### src/rtl/pattern_tx.sv
// rtl/pattern_tx.sv - serial pattern transmitter, MSB-first, with repeat count
// Optional one-cycle frame gap between repetitions when PATTERN_TX_GAP_EN is defined.
module pattern_tx #(
  parameter int WIDTH = 5,
  parameter int REP_W = 4
) (
  input  logic             clk,
  input  logic             rst,
  input  logic             load,
  input  logic [WIDTH-1:0] pattern_in,
  input  logic [REP_W-1:0] repeat_cnt,
  input  logic             hold,
  input  logic             abort,
  output logic             data_out,
  output logic             data_valid,
  output logic             busy,
  output logic             done
);

  localparam int IDX_W = (WIDTH > 1) ? $clog2(WIDTH) : 1;
  localparam logic [IDX_W-1:0] MSB_IDX = IDX_W'(WIDTH - 1);

`ifdef PATTERN_TX_GAP_EN
  typedef enum logic [1:0] {S_IDLE, S_SHIFT, S_GAP} state_t;
`else
  typedef enum logic {S_IDLE, S_SHIFT} state_t;
`endif

  state_t           state_q, state_d;
  logic [IDX_W-1:0] idx_q, idx_d;
  logic [REP_W-1:0] rep_q, rep_d;
  logic [WIDTH-1:0] pat_q, pat_d;
  logic             data_out_q, data_out_d;
  logic             data_valid_q, data_valid_d;
  logic             busy_q, busy_d;
  logic             done_q, done_d;
  logic [IDX_W-1:0] idx_dec;

  assign idx_dec = idx_q - 1'b1;

  always_ff @(posedge clk or negedge rst) begin
    if (!rst) begin
      state_q      <= S_IDLE;
      idx_q        <= MSB_IDX;
      rep_q        <= '0;
      pat_q        <= '0;
      data_out_q   <= 1'b0;
      data_valid_q <= 1'b0;
      busy_q       <= 1'b0;
      done_q       <= 1'b0;
    end else begin
      state_q      <= state_d;
      idx_q        <= idx_d;
      rep_q        <= rep_d;
      pat_q        <= pat_d;
      data_out_q   <= data_out_d;
      data_valid_q <= data_valid_d;
      busy_q       <= busy_d;
      done_q       <= done_d;
    end
  end

  // idx_q names the bit currently on data_out; hold leaves everything but data_valid untouched.
  always_comb begin
    state_d      = state_q;
    idx_d        = idx_q;
    rep_d        = rep_q;
    pat_d        = pat_q;
    data_out_d   = data_out_q;
    data_valid_d = 1'b0;
    busy_d       = busy_q;
    done_d       = 1'b0;

    case (state_q)
      S_IDLE: begin
        busy_d = 1'b0;
        if (load && !abort) begin
          pat_d        = pattern_in;
          rep_d        = repeat_cnt;
          idx_d        = MSB_IDX;
          data_out_d   = pattern_in[WIDTH-1];
          data_valid_d = 1'b1;
          busy_d       = 1'b1;
          state_d      = S_SHIFT;
        end
      end

      S_SHIFT: begin
        if (abort) begin
          state_d = S_IDLE;
          idx_d   = MSB_IDX;
          rep_d   = '0;
          busy_d  = 1'b0;
        end else if (!hold) begin
          if (idx_q != '0) begin
            idx_d        = idx_dec;
            data_out_d   = pat_q[idx_dec];
            data_valid_d = 1'b1;
          end else if (rep_q != '0) begin
            rep_d = rep_q - 1'b1;
`ifdef PATTERN_TX_GAP_EN
            state_d    = S_GAP;
            data_out_d = 1'b0;
`else
            idx_d        = MSB_IDX;
            data_out_d   = pat_q[WIDTH-1];
            data_valid_d = 1'b1;
`endif
          end else begin
            state_d = S_IDLE;
            idx_d   = MSB_IDX;
            busy_d  = 1'b0;
            done_d  = 1'b1;
          end
        end
      end

`ifdef PATTERN_TX_GAP_EN
      S_GAP: begin
        if (abort) begin
          state_d = S_IDLE;
          idx_d   = MSB_IDX;
          rep_d   = '0;
          busy_d  = 1'b0;
        end else if (!hold) begin
          state_d      = S_SHIFT;
          idx_d        = MSB_IDX;
          data_out_d   = pat_q[WIDTH-1];
          data_valid_d = 1'b1;
        end
      end
`endif

      default: begin
        state_d = S_IDLE;
        busy_d  = 1'b0;
      end
    endcase
  end

  assign data_out   = data_out_q;
  assign data_valid = data_valid_q;
  assign busy       = busy_q;
  assign done       = done_q;

endmodule

### config.mk
export PLATFORM = sky130hd
export DESIGN_NAME = pattern_tx
export DESIGN_NICKNAME = d
export VERILOG_FILES = /design/src/rtl/pattern_tx.sv
export SDC_FILE = /design/constraint.sdc
export NUM_CORES = 1
export LEC_CHECK = 0
export ABC_AREA = 1
export ABC_CLOCK_PERIOD_IN_PS = 1600
export CORE_MARGIN = 2
export CORE_UTILIZATION = 45
export CTS_CLUSTER_DIAMETER = 60
export CTS_CLUSTER_SIZE = 30
export DETAILED_ROUTE_END_ITERATION = 10
export PLACE_DENSITY_LB_ADDON = 0.1
export SKIP_LAST_GASP = 1
export SLEW_MARGIN = 20
export SYNTH_ARGS = -nofsm -noshare
export SYNTH_HDL_FRONTEND = slang
export SYNTH_SLANG_ARGS = --single-unit
### constraint.sdc
create_clock -name clk -period 1.6 [get_ports clk]
set_clock_uncertainty 0.2 [all_clocks]
set_input_delay 0.32 -clock clk [delete_from_list [all_inputs] [get_ports clk]]
set_output_delay 0.32 -clock clk [all_outputs]
set_load 0.01 [all_outputs]
Yosys cells after proc, flatten, opt, wreduce, memory -nomap -nowiden

Index checks and enable logic that the tools add are counted.

Register bits: 17
Output and inout port bits: 4

Add/subtract/negate cells: 2
Order comparisons: 1
Eq/ne operators: 8
Multiplexer cells: 38
Bitwise operators: 1
Reductions and logical operators: 9

Operator list:

| cell                | number |
|---|---|
| $mux 1              | 22 |
| $mux 4              | 5 |
| $mux 3              | 4 |
| $ne 3x3->1 const B  | 3 |
| $pmux 1 s2          | 4 |
| $pmux 4 s2          | 1 |
| $reduce_and 4->1    | 2 |
| $ne 2x2->1 const B  | 3 |
| $pmux 3 s2          | 1 |
| $lt 3x4->1 const B  | 1 |
| $reduce_and 2->1    | 2 |
| $reduce_bool 4->1   | 1 |
| $sub 4x1->4 const B | 1 |
| $bmux 1 s3          | 1 |
| $ne 3x1->1 const B  | 1 |
| $ne 3x2->1 const B  | 1 |
| $reduce_and 3->1    | 1 |
| $reduce_bool 3->1   | 1 |
| $sub 3x1->3 const B | 1 |
| $logic_and 1x1->1   | 1 |
| $logic_not 1->1     | 1 |
| $not 1->1           | 1 |

Depth between registers and ports, before layout

Depth in word-level cells: 7
Gate-level depth with buffers: 11

Worst setup path before layout

No wires, ideal clock.

Path kind: reg2reg
Start: register idx_q[0]
End: register data_out_q (netlist: data_out)
Setup time: 0.116 ns
Arrival: 1.260 ns
Data required time: 1.284 ns
Slack: 0.023 ns
Cell stages (with the launch flop): 11
Path buffers: 0
Period minus slack after synthesis: 1.577 ns
Cells stage by stage: dfrtp_1 -> inv_1 -> ha_1 -> ha_1 -> nand2_1 -> nand2_1 -> nor2_1 -> nor2_1 -> nand2_1 -> nand2_1 -> nand2_1

Longest elaborated chain between the ends: 7
Elaborated cells between the ends (all ways): 10
Classes of those cells: add/sub (1); eq/ne (1); mux (6); reduce/logical (2)

RTL lines:

| item                         | line | source |
|---|---|---|
| start: declaration           | 30   | `logic [IDX_W-1:0] idx_q, idx_d;` |
| start signal: assignment     | 53   | `idx_q <= idx_d;` |
| $sub 3x1->3                  | 39   | `assign idx_dec = idx_q - 1'b1;` |
| $bmux 1 s3                   | 97   | `data_out_d = pat_q[idx_dec];` |
| $mux 1 (implied by the code) | 97   |  |
| $mux 1                       | 95   | `if (idx_q != '0) begin` |
| $mux 1                       | 94   | `end else if (!hold) begin` |
| $mux 1                       | 89   | `if (abort) begin` |
| $pmux 1 s2                   | 74   | `case (state_q)` |
| end signal: assignment       | 56   | `data_out_q <= data_out_d;` |
| end: declaration             | 33   | `logic data_out_q, data_out_d;` |

Parallel ways exist; a longest one is shown, timed or not. The select of a mux whose other input is x is not followed.
A chain may end at the register's enable or synchronous reset.

Final worst setup path

Same ends and word-level chain as after synthesis.

==> results <==
==> cell families after synthesis <==
kind of cell / after synthesis / share of synthesized area, %
and+or+nand+nor: 57 / 29.9
AOI/OAI and AO/OA: 18 / 10.4
DFF: 17 / 45.9
adders and majority gates: 3 / 4.04
buffers and inverters: 18 / 7.67
xor gates and xnor gates: 1 / 0.942
muxes: 1 / 1.21
==> Yosys cell counts <==
| cell | instances |
|---|---|
| sky130_fd_sc_hd__dfrtp_1 | 16 |
| sky130_fd_sc_hd__nor2_1 | 14 |
| sky130_fd_sc_hd__nand2_1 | 27 |
| sky130_fd_sc_hd__o21ai_0 | 3 |
| sky130_fd_sc_hd__ha_1 | 3 |
| sky130_fd_sc_hd__nand3_1 | 9 |
| sky130_fd_sc_hd__a21boi_0 | 1 |
| sky130_fd_sc_hd__nand3_4 | 1 |
| sky130_fd_sc_hd__inv_2 | 3 |
| sky130_fd_sc_hd__a22oi_1 | 1 |
| sky130_fd_sc_hd__dfstp_2 | 1 |
| sky130_fd_sc_hd__buf_4 | 1 |
| sky130_fd_sc_hd__o21ai_1 | 4 |
| sky130_fd_sc_hd__xor2_1 | 1 |
| sky130_fd_sc_hd__nand2_2 | 1 |
| sky130_fd_sc_hd__nand3b_4 | 1 |
| sky130_fd_sc_hd__nor2_2 | 2 |
| sky130_fd_sc_hd__nand2_4 | 2 |
| sky130_fd_sc_hd__inv_1 | 14 |
| sky130_fd_sc_hd__a31oi_1 | 1 |
| sky130_fd_sc_hd__mux2_2 | 1 |
| sky130_fd_sc_hd__a21oi_1 | 8 |
==> per-stage QoR <==
step / cells / power [mW] / instance area [µm²]
after global routing: 176 / 1.61 / 1310
after floorplan: 115 / 0.938 / 930
after CTS: 172 / 1.37 / 1240
final: 176 / 1.49 / 1310
after global placement: 167 / 1.11 / 1190
after detailed placement: 167 / 1.12 / 1190
==> area by class of cell <==
class | count | area (µm²)
fill | 191 | 651
multi-input combinational | 80 | 490
sequential | 17 | 427
timing repair buffer | 31 | 270
clock buffer | 4 | 26.3
inverter | 17 | 63.8
tap | 27 | 33.8
==> layer usage <==
layer	global-route usage, %	wire length (µm)	vias up
met5	0	0	-
met4	6.94	29	0
met3	3.94	57	4
met2	33.1	1110	12
met1	21.3	882	412
li1	-	-	431
==> worst paths after layout <==
| kind | end | slack, ns | cells after the start |
|---|---|---|---|
| worst max register to register | data_out | 0.01 | 10 |
| max in group asynchronous | idx_q[2] | 0.81 | 2 |
| min in group clk | busy | 0.31 | 2 |
| worst min register to register | busy | 0.31 | 2 |
| worst min-delay path | rep_q[2] | 0.14 | 2 |
| worst max-delay path | data_out | 0.01 | 10 |
==> where the power goes <==
group          switching [mW]  internal [mW]
Clock                   0.135         0.0970
Sequential             0.0719          0.525
Combinational           0.340          0.323
Total                   0.547          0.945
==> worst max-delay path: stages (launching register included) <==
cell and delay [ns]:
sky130_fd_sc_hd__dfrtp_1 0.38, sky130_fd_sc_hd__inv_2 0.06, sky130_fd_sc_hd__ha_4 0.16, sky130_fd_sc_hd__ha_4 0.27, sky130_fd_sc_hd__nand2_4 0.05, sky130_fd_sc_hd__nand2_2 0.06
sky130_fd_sc_hd__nor2_2 0.04, sky130_fd_sc_hd__nor2_1 0.09, sky130_fd_sc_hd__nand2_1 0.05, sky130_fd_sc_hd__nand2_1 0.06, sky130_fd_sc_hd__nand2_1 0.06
==> state kept, by name, summed over array words and instances, names as in the netlist <==
signal,cells
busy,1
data_out,1
data_valid,1
done,1
idx_q,3
pat_q,5
rep_q,4
state_q,1
==> what timing repair did <==
action | in CTS | in global routing
hold buffers | 0 | 0
setup buffers | 1 | 4
pin swaps | 0 | 7
gates resized for setup | 7 | 14
setup endpoints to repair | 11 | 10
==> metrics.log <==
[metrics] mean cell area of the mapped netlist: 8.08 µm²
[metrics] Setup crit start: idx_q[0]
[metrics] Slew Limit Fails: 0
[metrics] total number of yosys warnings: 0
[metrics] Worst EP arrival: between 1.5 and 2 ns
[metrics] clock tree buffer depth: 2
[metrics] Initial Utilization: between 40 and 50%
[metrics] total routing resource utilization after global routing: 18.4%
[metrics] maximum number of pins on one net before global-route repair: 18
[metrics] number of top-level pins: 18
[metrics] Root Driver: sky130_fd_sc_hd__clkbuf_4
[metrics] Die X: around 49 µm
[metrics] Synth Register Bits: 17
[metrics] startpoint types: flop
[metrics] Worst Setup Path Type: reg2reg
[metrics] routability cong.: roughly 0.72
[metrics] type of the most critical hold path: in2async
[metrics] sequential share of the synthesized area: a little under half
[metrics] vias post-DR: 859
[metrics] final hold viol count: 0
[metrics] clock latency on the worst-skew pair: a little under 0.3 ns
[metrics] run status: finished clean
[metrics] Final HPWL DP: 1450 µm
[metrics] number of antenna cells inserted: 0
[metrics] commonest cells after routing, fill and taps aside: 25 x sky130_fd_sc_hd__nand2_1, 16 x sky130_fd_sc_hd__dfrtp_1, 14 x sky130_fd_sc_hd__buf_4
[metrics] Vias per Instance: about 5
[metrics] worst hold slack across all endpoints: roughly 0.14 ns
[metrics] aggregate routed wire length: approximately 2100 µm
[metrics] maximum frequency from static timing analysis: 0.629 GHz
[metrics] required time of the critical path: 1.59 ns
[metrics] Mapped Cells: about 120
[metrics] clock tree from TritonCTS: built
[metrics] final core utilization: roughly 67%
[metrics] average routed wire per standard cell: 11.8 µm
[metrics] Core Region: 0.00196 mm²
[metrics] Yosys cell types: 22
[metrics] Final Cycle Share: between 90% and 100%
[metrics] setup slack after layout: 0.0100 ns
[metrics] DP Worst Slack: -0.132 ns
[metrics] fraction of final layout cells with drive strength greater than 1: ~28%
[metrics] Reg2Reg Launch Point: idx_q[0]
[metrics] Post-route DRC: 0
[metrics] CTS clock-pin slew for the worst setup and hold paths: approximately 0.1 ns
[metrics] die area: approximately 0.0024 mm²
[metrics] transition at the pin with the smallest max-transition slack: roughly 0.23 ns
[metrics] number of violations of the max-capacitance limit: 0
[metrics] Final nets: ~170
[metrics] buffers added on ports: 17
[metrics] number of antenna violations at the first check in global routing: 0
[metrics] number of rows in the core area: 16
[metrics] leakage dissipation: about 0.65 nW
[metrics] largest fanout on the critical path: 2
[metrics] number of H-tree levels: 1
[metrics] power per cell area: approximately 1100 mW/mm²
[metrics] wire length of the first global-routing pass: 3440 µm
[metrics] initial DRC count: 17
[metrics] relative slew slack: 84.9%
[metrics] vertical die dimension: slightly below 50 µm
[metrics] total congestion overflow after global routing: 0
[metrics] signed area change from the synthesized netlist to the final layout: 41.0%
[metrics] RSZ-0062 raised after global routing: yes
[metrics] most common cell after layout, fill and taps aside: sky130_fd_sc_hd__nand2_1
[metrics] number of clock sinks seen by CTS: 17
[metrics] net count of the mapped netlist: between 100 and 150
[metrics] library cell occupying the most area in the post-synthesis netlist: sky130_fd_sc_hd__dfrtp_1
[metrics] area fraction of the dominant cell type after synthesis: a little over two fifths
[metrics] top area cells in the synthesized netlist: sky130_fd_sc_hd__dfrtp_1 43%, sky130_fd_sc_hd__nand2_1 11%, sky130_fd_sc_hd__inv_1 5.7%
[metrics] total setup violations reported at the end of the flow: 0
[metrics] vias in the first global route: 839
[metrics] TritonRoute pass-1 iters: 4
[metrics] minimum clock period after layout: around 1.6 ns
[metrics] Peak supply drop: approximately 0.63 mV
[metrics] aggregate negative setup slack: 0 ns
[metrics] CTS Buf Count: 3
[metrics] antenna-violating nets left: 0
[metrics] summed instance area of the synthesized netlist: ~930 µm²
[metrics] CP endpoint kind: flop
Note: power is estimated with default switching activity, not from simulation.
==> RTL edit 1 (config.mk and constraints unchanged) <==
Add a define of `PATTERN_TX_GAP_EN`.
--- a/src/rtl/pattern_tx.sv
+++ b/src/rtl/pattern_tx.sv
@@ -1,5 +1,7 @@
 // rtl/pattern_tx.sv - serial pattern transmitter, MSB-first, with repeat count
 // Optional one-cycle frame gap between repetitions when PATTERN_TX_GAP_EN is defined.
+`define PATTERN_TX_GAP_EN
+
 module pattern_tx #(
   parameter int WIDTH = 5,
   parameter int REP_W = 4
Function: changed (Yosys sat finds a counterexample within 10 cycles, from zero or initial values and one cycle with rst low).
==> RTL edit 1 against the original RTL <==
  * The flow now finishes with violations (negative setup slack)
  * Synthesized area is 24% higher
  * Wire length is 34% higher
  * Sequential share of layout area is 5.9 points lower
  * Worst setup slack worse by 0.024 ns
  * Largest cell class unchanged
  * First-iteration DRC count is 12% lower
  * Count of clock-buffer cells in the layout stayed put
  * Die area is 22% higher
  * Critical path type unchanged
  * Design area is 29% higher
  * Sequential cell count is 1 higher
Power is not compared: it rests on default switching activity, and its combinational part moved more than twofold at a synthesized area within 25%.
==> RTL edit 1: results (changes against the original RTL) <==
- Highest metal used: met4 (unchanged)
- Number of fill cells: 202 (was 191)
- Largest net degree at the start of global routing: 19 (was 18)
- Hold Crit Class: input port to asynchronous set/reset pin (unchanged)
- CTS H-Tree Depth: 1 (unchanged)
- R2r setup slk: -0.01 ns (was 0.01 ns)
- Met3 wire length: 122 µm (was 57 µm)
- Aggregate routed wire length: 2.79 mm (was 2.08 mm)
- Top post-synthesis cells by count: nand2_1, inv_1, dfrtp_1 (was nand2_1, dfrtp_1, inv_1, nor2_1, nand3_1)
- Post-DP HPWL: 2.02 mm (was 1.45 mm)
- CP max FO: 3 (was 2)
- Largest cells by area after synthesis: dfrtp_1, nand2_1, ha_1, inv_1, nand3_1 (was dfrtp_1, nand2_1, inv_1, nor2_1, nand3_1)
- Initial antenna violation count: 0 (unchanged)
- Register area share after synthesis: 39.1% (was 45.9%)
- Failing checks: negative setup slack
- TritonRoute pass-1 iters: 4 (unchanged)
- DP Area: 1490 µm² (was 1190 µm²)
- Outcome: complete, but fails checks (was finished clean)
- Final #Nets: 221 (was 167)
- Later-pin clock latency in the skew report: 0.29 ns (about the same)
- Fraction of registers with async set/reset: 100% (unchanged)
- Synth cell types: 21 (was 22)
- Synthesis warning total: 0 (unchanged)
- ANT cells: 0 (unchanged)
- Crit path largest cell delay: 0.41 ns (was 0.38 ns)
- First-pass GRT wire length: 4.07 mm (was 3.44 mm)
- Met2 wire len: 1.39 mm (was 1.11 mm)
- DRT iter0 DRCs: 15 (was 17)
- # port buffers: 17 (unchanged)
- Vias: 1131 (was 859)
- Root Buffer: clkbuf_4 (unchanged)
- Fraction of layout instances using a drive strength above 1: 31.3% (was 27.5%)
- WL met1: 1.24 mm (was 882 µm)
- Clock transition at path regs: 0.10 ns (about the same)
- Worst setup margin: -0.0137 ns (was 0.0100 ns)
- Leak pwr: 0.860 nW
- Setup TNS: -0.0206 ns (was 0 ns)
- Max VDD drop: 1.16 mV
- Core area: 2450 µm² (was 1960 µm²)
- Gpl congestion: 0.854 (was 0.722)
- Vias in the first global route: 1014 (was 839)
- Biggest registers after layout: pat_q: 5 flops, rep_q: 4 flops, idx_q: 3 flops (unchanged)
- Slew margin rel.: 82.4% (was 84.9%)
- Syn_nets: 180 (was 132)
- Critical Path AT: 1.65 ns (was 1.58 ns)
- Clock buffer depth: 2 (unchanged)
- GRT Overall Usage: 19.3% (was 18.4%)
- Die Wd: 54.7 µm (was 49.5 µm)
- # setup viols final: 3 (was 0)
- CTS Buf Count: 3 (unchanged)
- Crit path max-delay cell type: dfrtp_1 (unchanged)
[RTL edit 1: cell count changes in the layout (fill, tap and decap cells not counted), sizes merged, moves of 5 or more]
cell,unedited run,this run
nand3,10,15
nand2,30,51
buf,14,20
o21ai,7,12
ha,3,8
inv,17,25
[RTL edit 1: through the flow]
step	worst slack (ns)	utilization, %	hold WS, ns	cells	power [mW]
after floorplan	0.0231	-	-0.176	158	1.70
after global placement	-0.211	60.5	0.268	221	2.15
after detailed placement	-0.268	60.5	0.266	221	2.19
after CTS	-0.0145	63.9	0.156	226	2.55
after global routing	-0.0876	69.0	0.169	228	3.09
final	-0.0137	69.0	0.147	228	2.84
[RTL edit 1: logic make-up (layout without fill, tap and decap cells)]
| family | Yosys count | after routing | synth area share [%] |
|---|---|---|---|
| simple gates | 83 | 83 | 31.6 |
| mux | 1 | 1 | 0.975 |
| buf+inv | 26 | 66 | 8.56 |
| compound gates | 21 | 21 | 10.3 |
| flops | 18 | 18 | 39.1 |
| fa+ha+maj | 8 | 8 | 8.67 |
| xor+xnor | 1 | 1 | 0.759 |
[RTL edit 1: final timing paths]
check	cells after the start	start	to
min in group clk	2	busy	busy
worst max register to register	7	state_q[1]	state_q[0]
worst min register to register	2	busy	busy
worst min-delay path	2	rst	data_valid
max in group asynchronous	2	rst	idx_q[2]
worst max-delay path	7	state_q[1]	state_q[0]
[RTL edit 1: worst max-delay path: cells and delay by family, from the launching register on]
family / cells / cell delay (ns)
and+or+nand+nor: 3 / 0.33
AOI/OAI and AO/OA: 2 / 0.29
adders and majority gates: 1 / 0.18
buffers and inverters: 1 / 0.16
DFF: 1 / 0.41
[RTL edit 1: cell type report]
class	instances	area share, %
Multi-Input combinational cell	114	44.5
Sequential cell	18	26.7
Timing Repair Buffer	37	18.8
Clock buffer	4	2.14
Inverter	25	5.69
Tap cell	30	2.22
[RTL edit 1: what timing repair did]
action	4_1_cts	5_1_grt
resized for setup	18	28
endpoints found under the setup margin	15	17
buffers inserted	1	2
pin swaps	3	11
[RTL edit 1: metal layers]
metal,vias to the layer above,GRT usage (%)
li1,575,-
met2,29,34.3
met5,-,0
met3,7,3.28
met1,520,23.4
met4,0,6.25
[RTL edit 1: report_power, final]
part	internal (mW)	switching (mW)	leakage [nW]
clock	0.139	0.146	0.0210
sequential	0.647	0.118	0.223
combinational	0.783	1.01	0.616
==> RTL edit 2 (same settings) <==
Made on the original files. Put one more register stage on the output `data_out`, cleared by the reset. The value now appears one clock later. The other outputs are not delayed to match.
--- a/src/rtl/pattern_tx.sv
+++ b/src/rtl/pattern_tx.sv
@@ -138,7 +138,13 @@
     endcase
   end
 
-  assign data_out   = data_out_q;
+  always_ff @(posedge clk or negedge rst) begin
+    if (!rst) begin
+      data_out <= '0;
+    end else begin
+      data_out <= data_out_q;
+    end
+  end
   assign data_valid = data_valid_q;
   assign busy       = busy_q;
   assign done       = done_q;
Function: changed (Yosys sat finds a counterexample within 4 cycles, from zero or initial values and one cycle with rst low).
==> RTL edit 2 against the original RTL <==
  * Core utilization down 0.86 points
  * Design area down 0.29%
  * Worst setup slack worse by 0.0099 ns
  * Wire length down 0.67%
  * Synthesized area up 2.7%
  * Largest cell class unchanged
  * Non-clock buffer count down 5
  * Critical endpoint is now data_out_q
  * Global-route usage up 1.7 points
  * Hold slack worse by 0.00087 ns
  * Power up 1.2%
  * Sequential power up 6.0%
  * Sequential share of layout area up 2.0 points
  * Synthesized cell count up 0.87%
  * Sequential cell count up 1
  * Count of clock-buffer cells in the layout unchanged
==> RTL edit 2: results (changes against the original RTL) <==
- CTS H-Tree Depth: 1 (unchanged)
- Synthesized-area fraction occupied by adder cells: 3.93% (was 4.04%)
- Final #Nets: 163 (was 167)
- Register area share after synthesis: 47.3% (was 45.9%)
- Met3 wire length: 78 µm (was 57 µm)
- Flop pwr share: 41.9% (was 40.0%)
- RR Endpoint: data_out_q (was data_out)
- Met1 global-route usage: 24.0% (was 21.3%)
- Aggregate routed wire length: 2.07 mm (was 2.08 mm)
- WL met1: 898 µm (was 882 µm)
- Area of the multi-input gates: 477 µm² (was 490 µm²)
- Max VDD drop: 0.763 mV (was 0.629 mV)
- Drt via density: 4.79 (was 4.88)
- XOR/XNOR share of the synthesized area: 0.917% (was 0.942%)
- Root Buffer: clkbuf_4 (unchanged)
- Post-layout minimum cycle time: 1.60 ns (was 1.59 ns)
- Met3 Use GR: 5.76% (was 3.94%)
- Buffers, non-clock: 26 (was 31)
- Met2 wire len: 1.08 mm (was 1.11 mm)
- Number of fill cells: 174 (was 191)
- Largest cells by area after synthesis: dfrtp_1, nand2_1, inv_1, nor2_1, nand3_1 (unchanged)
- Synth Area in Compound Gates: 10.1% (was 10.4%)
- Data buffer area share: 18.8% (was 20.6%)
- Number of clock buffers in the layout: 4 (unchanged)
- CP max FO: 2 (unchanged)
- GRT Overall Usage: 20.1% (was 18.4%)
- DRT iter0 DRCs: 12 (was 17)
- Leak pwr: 0.651 nW (was 0.654 nW)
- R2R depth: 9 (was 10)
- Syn_nets: 133 (was 132)
- Critical Path AT: 1.60 ns (was 1.58 ns)
- Top post-synthesis cells by count: nand2_1, dfrtp_1, inv_1, nor2_1, nand3_1 (unchanged)
- TritonRoute pass-1 iters: 4 (unchanged)
- Reg2reg start: idx_q[2] (was idx_q[0])
- Clock share of power: 19.0% (was 15.6%)
- Nature of the critical path startpoint: flop (unchanged)
- Synth Register Bits: 18 (was 17)
- Hold Crit Class: input port to asynchronous set/reset pin (unchanged)
- First-pass GRT wire length: 3.75 mm (was 3.44 mm)
- Sw frac: 35.9% (was 36.7%)
- Setup WS pre-CTS: -0.133 ns (was -0.132 ns)
- Vias in the first global route: 852 (was 839)
- Outcome: finished clean (unchanged)
- Gpl congestion: 0.785 (was 0.722)
- GR Layer Usage met2: 34.9% (was 33.1%)
- WHS: 0.141 ns (was 0.142 ns)
- Postcts setup bufs: 0 (was 1)
- Post-DP HPWL: 1.51 mm (was 1.45 mm)
- Multiplexer share of the synthesized area: 1.18% (was 1.21%)
- Cts repair resizes: 8 (was 7)
- Clock buffer depth: 2 (unchanged)
- Layout clock area frac: 2.78% (was 2.00%)
- Largest net degree at the start of global routing: 19 (was 18)
-- RTL edit 2: changes by cell type in the layout (fill, tap and decap cells not counted), sizes merged --
cell and delta:
dfrtp +1, buf -5
-- RTL edit 2: per-stage QoR --
stage / cells / power (mW) / cell area (µm²) / utilization, %
after floorplan: 116 / 0.974 / 955 / -
after global placement: 168 / 1.14 / 1230 / 62.1
after detailed placement: 168 / 1.16 / 1230 / 62.1
after CTS: 172 / 1.47 / 1280 / 64.5
after global routing: 172 / 1.65 / 1310 / 66.0
final: 172 / 1.51 / 1310 / 66.0
-- RTL edit 2: critical path, stage by stage (launching register included) --
cell     delay, ns
dfstp_2       0.55
inv_1         0.06
ha_4          0.27
nand2_2       0.05
nand2_1       0.06
nor2_1        0.04
nor2_1        0.09
nand2_1       0.05
nand2_1       0.07
nand2_1       0.06
